## config.mk

```make
export PLATFORM = sky130hd
export DESIGN_NAME = fifo_wr_arbiter
export DESIGN_NICKNAME = d
export VERILOG_FILES = /design/src/rtl/fifo_wr_arbiter.sv
export SDC_FILE = /design/constraint.sdc
export NUM_CORES = 1
export LEC_CHECK = 0
export ABC_AREA = 1
export CAP_MARGIN = 20
export CORE_UTILIZATION = 35
export DETAILED_ROUTE_END_ITERATION = 10
export PLACE_DENSITY = 0.76
export SYNTH_ARGS = -nofsm -noshare
export SYNTH_HDL_FRONTEND = slang
export SYNTH_SLANG_ARGS = --single-unit
```

## constraint.sdc

```tcl
create_clock -name clk -period 1.6 [get_ports clk]
set_input_delay 0.48 -clock clk [delete_from_list [all_inputs] [get_ports clk]]
set_output_delay 0.48 -clock clk [all_outputs]
set_load 0.005 [all_outputs]
```

## src/rtl/fifo_wr_arbiter.sv

```systemverilog
`default_nettype none
// ============================================================================
// Module   : fifo_wr_arbiter
// Purpose  : Round-robin burst arbiter sharing one async-FIFO write port
//            between NUM_REQ requesters, throttled by the FIFO full flag.
//            Optional statistics counters: define FIFO_WR_ARB_STATS_EN.
// Revision : 1.0 - initial release
// ============================================================================
module fifo_wr_arbiter #(
    parameter int NUM_REQ   = 4,
    parameter int WIDTH     = 8,
    parameter int MAX_BURST = 4
) (
    input  logic                     clk,
    input  logic                     rst,
    input  logic [NUM_REQ-1:0]       i_req_valid,
    input  logic [NUM_REQ*WIDTH-1:0] i_req_data,
    output logic [NUM_REQ-1:0]       o_req_ready,
    output logic [NUM_REQ-1:0]       o_grant,
    output logic                     o_wr_en,
    output logic [WIDTH-1:0]         o_wr_data,
    input  logic                     i_wr_full,
    output logic                     o_busy
`ifdef FIFO_WR_ARB_STATS_EN
    ,
    output logic [31:0]              o_stat_words,
    output logic [31:0]              o_stat_stalls
`endif
);

    localparam int c_PTR_W = $clog2(NUM_REQ);
    localparam int c_CNT_W = $clog2(MAX_BURST + 1);
    localparam logic [c_CNT_W-1:0] c_LAST_CNT = c_CNT_W'(MAX_BURST - 1);
    localparam logic [c_PTR_W-1:0] c_LAST_IDX = c_PTR_W'(NUM_REQ - 1);

    localparam logic [0:0] S_IDLE  = 1'b0;
    localparam logic [0:0] S_BURST = 1'b1;

    logic [0:0]          r_state, w_state_nxt;
    logic [c_PTR_W-1:0]  r_rr_ptr, w_rr_nxt;
    logic [c_PTR_W-1:0]  r_gnt_idx, w_gnt_nxt;
    logic [c_CNT_W-1:0]  r_cnt, w_cnt_nxt;

    logic                w_sel_found;
    logic [c_PTR_W-1:0]  w_sel_idx;
    logic                w_gnt_valid;
    logic                w_xfer;
    logic [c_PTR_W-1:0]  w_rr_after;
    logic [NUM_REQ-1:0]  w_gnt_onehot;

    // Walk offsets from farthest to nearest so the nearest valid index wins.
    always_comb begin : p_select
        w_sel_found = 1'b0;
        w_sel_idx   = '0;
        for (int i = NUM_REQ - 1; i >= 0; i--) begin
            if (i_req_valid[(int'(r_rr_ptr) + i) % NUM_REQ]) begin
                w_sel_found = 1'b1;
                w_sel_idx   = c_PTR_W'((int'(r_rr_ptr) + i) % NUM_REQ);
            end
        end
    end

    assign w_gnt_valid  = i_req_valid[r_gnt_idx];
    assign w_xfer       = (r_state == S_BURST) && w_gnt_valid && !i_wr_full && !rst;
    assign w_rr_after   = (r_gnt_idx == c_LAST_IDX) ? '0 : r_gnt_idx + 1'b1;
    assign w_gnt_onehot = NUM_REQ'(1) << r_gnt_idx;

    assign o_wr_en     = w_xfer;
    assign o_req_ready = w_xfer ? w_gnt_onehot : '0;
    assign o_grant     = (r_state == S_BURST) ? w_gnt_onehot : '0;
    assign o_busy      = (r_state == S_BURST);
    assign o_wr_data   = (r_state == S_BURST) ? i_req_data[int'(r_gnt_idx)*WIDTH +: WIDTH]
                                              : '0;

    always_comb begin : p_next
        w_state_nxt = r_state;
        w_gnt_nxt   = r_gnt_idx;
        w_cnt_nxt   = r_cnt;
        w_rr_nxt    = r_rr_ptr;
        case (r_state)
            S_IDLE: begin
                if (w_sel_found) begin
                    w_state_nxt = S_BURST;
                    w_gnt_nxt   = w_sel_idx;
                    w_cnt_nxt   = '0;
                end
            end
            S_BURST: begin
                // Dropping valid ends the burst without a transfer that cycle.
                if (!w_gnt_valid) begin
                    w_state_nxt = S_IDLE;
                    w_rr_nxt    = w_rr_after;
                    w_cnt_nxt   = '0;
                end else if (w_xfer) begin
                    if (r_cnt == c_LAST_CNT) begin
                        w_state_nxt = S_IDLE;
                        w_rr_nxt    = w_rr_after;
                        w_cnt_nxt   = '0;
                    end else begin
                        w_cnt_nxt = r_cnt + 1'b1;
                    end
                end
            end
            default: begin
                w_state_nxt = S_IDLE;
            end
        endcase
    end

    always_ff @(posedge clk) begin : p_regs
        if (rst) begin
            r_state   <= S_IDLE;
            r_rr_ptr  <= '0;
            r_gnt_idx <= '0;
            r_cnt     <= '0;
        end else begin
            r_state   <= w_state_nxt;
            r_rr_ptr  <= w_rr_nxt;
            r_gnt_idx <= w_gnt_nxt;
            r_cnt     <= w_cnt_nxt;
        end
    end

`ifdef FIFO_WR_ARB_STATS_EN
    logic w_stall;
    assign w_stall = (r_state == S_BURST) && w_gnt_valid && i_wr_full;

    always_ff @(posedge clk) begin : p_stats
        if (rst) begin
            o_stat_words  <= '0;
            o_stat_stalls <= '0;
        end else begin
            if (w_xfer && (o_stat_words != '1)) begin
                o_stat_words <= o_stat_words + 32'd1;
            end
            if (w_stall && (o_stat_stalls != '1)) begin
                o_stat_stalls <= o_stat_stalls + 32'd1;
            end
        end
    end
`endif

endmodule
`default_nettype wire

```

==> flow_summary.toml, run 1 <==
[sta]
relSlewSlack_pct = 82.6
maxSlewViolCount = 0
fin_crit_sh_pct = 121
setup_viol = 17
tightest_slew_ns = 0.259
period_needed_ns = 1.93
fmax_ghz = 0.518
finalHoldViolations = 0
clock-skew-final_ns = 0.00534
rsz0062_at_grt = "true"
worst_slack_ns = -0.330

[setup_path]
startpoint_type = "input pin"
r2r_setup_slack_ns = 0.10
arrival_ns = 1.45
timing.rr.end = "r_cnt[1]"
crit_type = "in -> out"
crit-reg2reg-launch = "r_gnt_idx[0]"
crit_required_ns = 1.12
r2r_cells = 12
cp-end-kind = "output pin"
critPathMaxFanout = 5

[grt]
antenna_found_initial = 0
grtUsageMet2_pct = 43.2
top_usage_layer = "met2"
met3_usage_pct = 7.26
grt_pass1_vias = 1451
gr-usage-met1_pct = 24.5
grt_pass1_wl_um = 5990
grt_max_degree = 10
grt_overflow = 0
grt_usage_pct = 22.9

[floorplanning]
start_util_pct = 37.8
dieArea_um2 = 3250
core_um2 = 2810
num_rows = 19
fp.dieH_um = 57.0
io_pins = 57
fp.dieW_um = 57.0

[job]
maxCapViolations = 0

[placed_design]
dpl_cell_area_um2 = 1790
place.gp.congestion = 0.817
hpwl_um = 2560
place.port_buffers = 56

[status]
status = "finished, violations left"
violations = "DRC, setup timing"

[layout]
drive_gt1_share_pct = 46.0
n_fill_cell = 185
post-route-util_pct = 77.0
final_nets = 331
n_antenna_cell = 0
final_cell_area_um2 = 2160
area_growth_pct = 104

[yosys]
netlist_area_um2 = 1060
post-synth-top-count-cell = "nor2_1"
synth_cell_type_count = 26
syn_nets = 236
yosys.area.top_type = "nor2_1"
synth_area_per_cell_um2 = 5.52
synth_seq_cells = 8
synth_area_leaders = "nor2_1 (15%), dfxtp_1 (15%), nand2_1 (15%)"
yosys.area.top_type_share_pct = 15.2
synthArstFlopShare_pct = 0
seq_area_frac_synth_pct = 15.1
synth_top_cells_by_count = "nor2_1 (43), nand2_1 (42), inv_1 (21)"
yosys_most_used_dff = "dfxtp_1"
synth_cells = 192
synth_edf_count = 0
yosysWarnings = 0

[clocking]
cts_hold_buf = 0
clock_sinks = 8
clkLatencyLatePin_ns = 0.25
cts_tree = "yes"
cts_buffers = 3
root_buffer = "clkbuf_4"
clk_path_buf_depth = 2
path_clk_slew_ns = 0.05
h-tree-depth = 1

[drt]
routed_wl_um = 4610
drc_errors = 18
drt_iter0_markers = 106
via_count = 1647
drt-wirelength-per-cell_um = 14.6
ant_nets = 0
viasPerCell = 5.21
dr.pass1.iters = 8

[worst_hold_path]
min_from = "r_cnt[0]"
whs_endpoint = "r_cnt[0]"
hp-class = "reg -> reg"
hold-path-cell-count = 2

[power_and_ir_drop]
total_leakage_power_uw = 0.00106
power_density_nw_per_um2 = 1380
ir_worst_vdd_mv = 0.720
==> cell usage in the layout, fill, tap and decap left out, drive strengths merged, types with 3 or more instances in the layout <==
cell type,count
ha,5
inv,25
dfxtp,8
o21ai,21
clkbuf,3
a21oi,14
nand3,11
dlygate4sd2,19
buf,60
clkdlybuf4s50,16
nor2,45
nand2,50
==> registers in the layout, summed over array words and instances (netlist names) <==
| signal | cells |
|---|---|
| r_cnt | 3 |
| r_gnt_idx | 2 |
| r_rr_ptr | 2 |
| o_busy | 1 |
==> through the flow <==
stage | hold slack [ns] | setup slack [ns] | TNS [ns] | instances | total power [uW]
3_5_place_dp | 0.510 | -0.948 | -13.67 | 295 | 2080
2_1_floorplan | 0.471 | 0.00321 | 0 | 192 | 1390
5_1_grt | 0.565 | -0.394 | -5.12 | 316 | 3190
6_report | 0.519 | -0.330 | -4.27 | 316 | 2990
3_3_place_gp | 0.498 | -0.924 | -13.36 | 295 | 2060
4_1_cts | 0.521 | -0.276 | -3.38 | 312 | 2600
==> cells by family after synthesis <==
group / share of synthesized area (%)
flip-flops: 15.1
AO/OA/AOI/OAI: 18.3
AND/OR/NAND/NOR: 47.6
buffers and inverters: 13.1
adder cells (fa/ha/maj): 5.90
==> metal layers <==
metal  vias to the layer above  wire length, um
li1                        793                -
met1                       758             1720
met2                        80             2370
met3                        16              394
met4                         0              124
met5                         -                0
==> what timing repair did <==
item                       in CTS  in global routing
cloned                          2                  0
setup endpoints to repair      25                 21
pin swaps                      37                 37
hold endpoints to repair        0                  0
buffers inserted               12                  5
resized for setup             154                 50
==> critical path, cell delays in order <==
cell	delay, ns
clkdlybuf4s15_2	0.21
nand2_2	0.06
nand3_2	0.09
nand2_4	0.08
nor2_8	0.09
nand3_4	0.08
buf_6	0.14
nor2_1	0.10
buf_2	0.12
==> how the worst max path moves through the flow <==
stage | startpoint | end | slack [ns] | depth (start not counted)
after floorplan | r_gnt_idx[0] | o_req_ready[2] | 0.003 | 6
after global placement | i_req_valid[1] | o_req_ready[1] | -0.92 | 8
after detailed placement | i_req_valid[1] | o_req_ready[2] | -0.95 | 8
after CTS | r_gnt_idx[0] | o_req_ready[2] | -0.28 | 9
after global routing | i_req_valid[3] | o_req_ready[0] | -0.39 | 9
final | i_req_valid[3] | o_req_ready[0] | -0.33 | 9
==> where the power goes <==
| group | leakage [uW] | switching (uW) | internal (uW) |
|---|---|---|---|
| clock network | 0.0000138 | 65.9 | 85.6 |
| registers | 0.0000677 | 84.5 | 280 |
| logic | 0.000977 | 1280 | 1200 |
| total | 0.00106 | 1430 | 1560 |
==> layout make-up <==
type | instances | area, um2 | area share, %
inverters | 25 | 101 | 4.69
well taps | 31 | 38.8 | 1.80
flip-flops and latches | 8 | 170 | 7.87
multi-input cells | 152 | 961 | 44.5
repair buffers | 97 | 867 | 40.1
clock buffers | 3 | 22.5 | 1.04
Power figures use the tool's default switching activity.
==> run 2, diff against run 1 <==
--- a/config.mk
+++ b/config.mk
@@ -9,6 +9,7 @@
 export CAP_MARGIN = 20
 export CORE_UTILIZATION = 35
 export DETAILED_ROUTE_END_ITERATION = 10
+export HOLD_SLACK_MARGIN = 0.12
 export PLACE_DENSITY = 0.76
 export SYNTH_ARGS = -nofsm -noshare
 export SYNTH_HDL_FRONTEND = slang
==> results of run 2 <==
Same layout as run 1: the final DEF is identical, and so are final timing and power.
==> run 3, diff against run 2 <==
--- a/config.mk
+++ b/config.mk
@@ -14,3 +14,4 @@
 export SYNTH_ARGS = -nofsm -noshare
 export SYNTH_HDL_FRONTEND = slang
 export SYNTH_SLANG_ARGS = --single-unit
+export TNS_END_PERCENT = 10
==> flow_summary.toml, run 3 (synthesis gave the netlist of run 1 again) <==
[status]
status = "finished, violations left"
violations = "DRC, setup timing"

[placed_design]
hpwl_um = 2560
place.port_buffers = 56
place.gp.congestion = 0.817

[floorplanning]
num_rows = 19
fp.dieH_um = 57.0
fp.dieW_um = 57.0
start_util_pct = 37.8
dieArea_um2 = 3250
core_um2 = 2810
io_pins = 57

[drt]
dr.pass1.iters = 7
ant_nets = 0
viasPerCell = 4.85
via_count = 1499
drt_iter0_markers = 99
routed_wl_um = 3550
drc_errors = 18
drt-wirelength-per-cell_um = 11.5

[grt]
grt_overflow = 0
grt_pass1_wl_um = 5730
grt_max_degree = 15
grt_usage_pct = 21.9
grt_pass1_vias = 1398
antenna_found_initial = 0

[layout]
top_register = "r_cnt"
layout_common_cells = "nor2_1 (40), nand2_1 (36), clkdlybuf4s50_1 (29), buf_4 (24), inv_1 (17)"
n_antenna_cell = 0
multi_input_area_um2 = 860
area_growth_pct = 85.7
layout_commonest_cell = "nor2_1"
post-route-util_pct = 70.2
largest_register_ffs = 3
n_fill_cell = 236
reg_top3 = "r_cnt (3), r_gnt_idx (2), r_rr_ptr (2)"
regArea_um2 = 170
drive_gt1_share_pct = 35.3
final_nets = 324

[sta]
clock-skew-final_ns = 0.00395
setup_viol = 18
fmax_ghz = 0.530
fin_tns_setup_ns = -3.88
fin_crit_sh_pct = 118
rsz0062_at_grt = "true"
finalHoldViolations = 0
tightest_slew_ns = 0.218
maxSlewViolCount = 0
worst_slack_ns = -0.287
relSlewSlack_pct = 85.3
whs_ns = 0.514
period_needed_ns = 1.89

[setup_path]
crit_required_ns = 1.12
arrival_ns = 1.41
startpoint = "i_req_valid[0]"
crit_type = "in -> out"
cp-end-kind = "output pin"
crit-reg2reg-launch = "r_gnt_idx[0]"
startpoint_type = "input pin"
critPathMaxFanout = 5

[clocking]
root_buffer = "clkbuf_4"
cts_tree = "yes"
clock_sinks = 8
clk_path_buf_depth = 2
cts_buffers = 3
h-tree-depth = 1
clkLatencyLatePin_ns = 0.25
path_clk_slew_ns = 0.05

[worst_hold_path]
hp-class = "reg -> reg"
min_from = "r_cnt[0]"

[job]
maxCapViolations = 0

[power_and_ir_drop]
total_leakage_power_uw = 0.00100
power_density_nw_per_um2 = 1280
total_power_uw = 2530
ir_worst_vdd_mv = 0.676
[run 3: power by group]
part	internal (uW)	switching (uW)	total (uW)
Sequential	280	79.3	359
Clock	85.5	63.5	149
Combinational	970	1050	2020
Total	1330	1190	2530
[run 3: area by class of cell]
class	count	share of cell area, %
multi-input cells	152	43.7
repair buffers	90	39.4
flip-flops and latches	8	8.65
inverters	25	5.15
well taps	31	1.97
clock buffers	3	1.14
[run 3: worst max-delay path: stages]
cell and delay [ns]:
clkdlybuf4s15_1 0.20, nand2_2 0.06, nand3_2 0.08, nand2_4 0.08, nor2_8 0.12, nand3_4 0.07, buf_6 0.13, nor2_1 0.07
buf_2 0.11
[run 3: final timing paths]
kind	end	slack, ns	cells past startpoint
max	o_req_ready[3]	-0.29	9
min	r_cnt[0]	0.51	2
max reg2reg	r_cnt[1]	0	13
min reg2reg	r_cnt[0]	0.51	2
[run 3: through the flow]
stage | worst slack, ns | cells | instance area [um2]
floorplan | 0.00321 | 192 | 1060
global placement | -0.924 | 295 | 1790
CTS | -0.277 | 306 | 1890
detailed placement | -0.948 | 295 | 1790
finish | -0.287 | 309 | 1970
global route | -0.361 | 309 | 1970
[run 3: metal layers]
layer | GRT usage [%] | wire (um) | share of wire [%]
met1 | 24.9 | 1440 | 41
met2 | 40.0 | 1740 | 49
met3 | 6.80 | 347 | 9.8
met4 | 4.53 | 21 | 0.59
met5 | 0 | 0 | 0
[run 3: repair_timing]
action	in CTS	in global routing
setup endpoints to repair	25	21
hold buffers	0	0
cloned	0	0
resized for setup	113	30
pin swaps	8	15
setup buffers	8	3
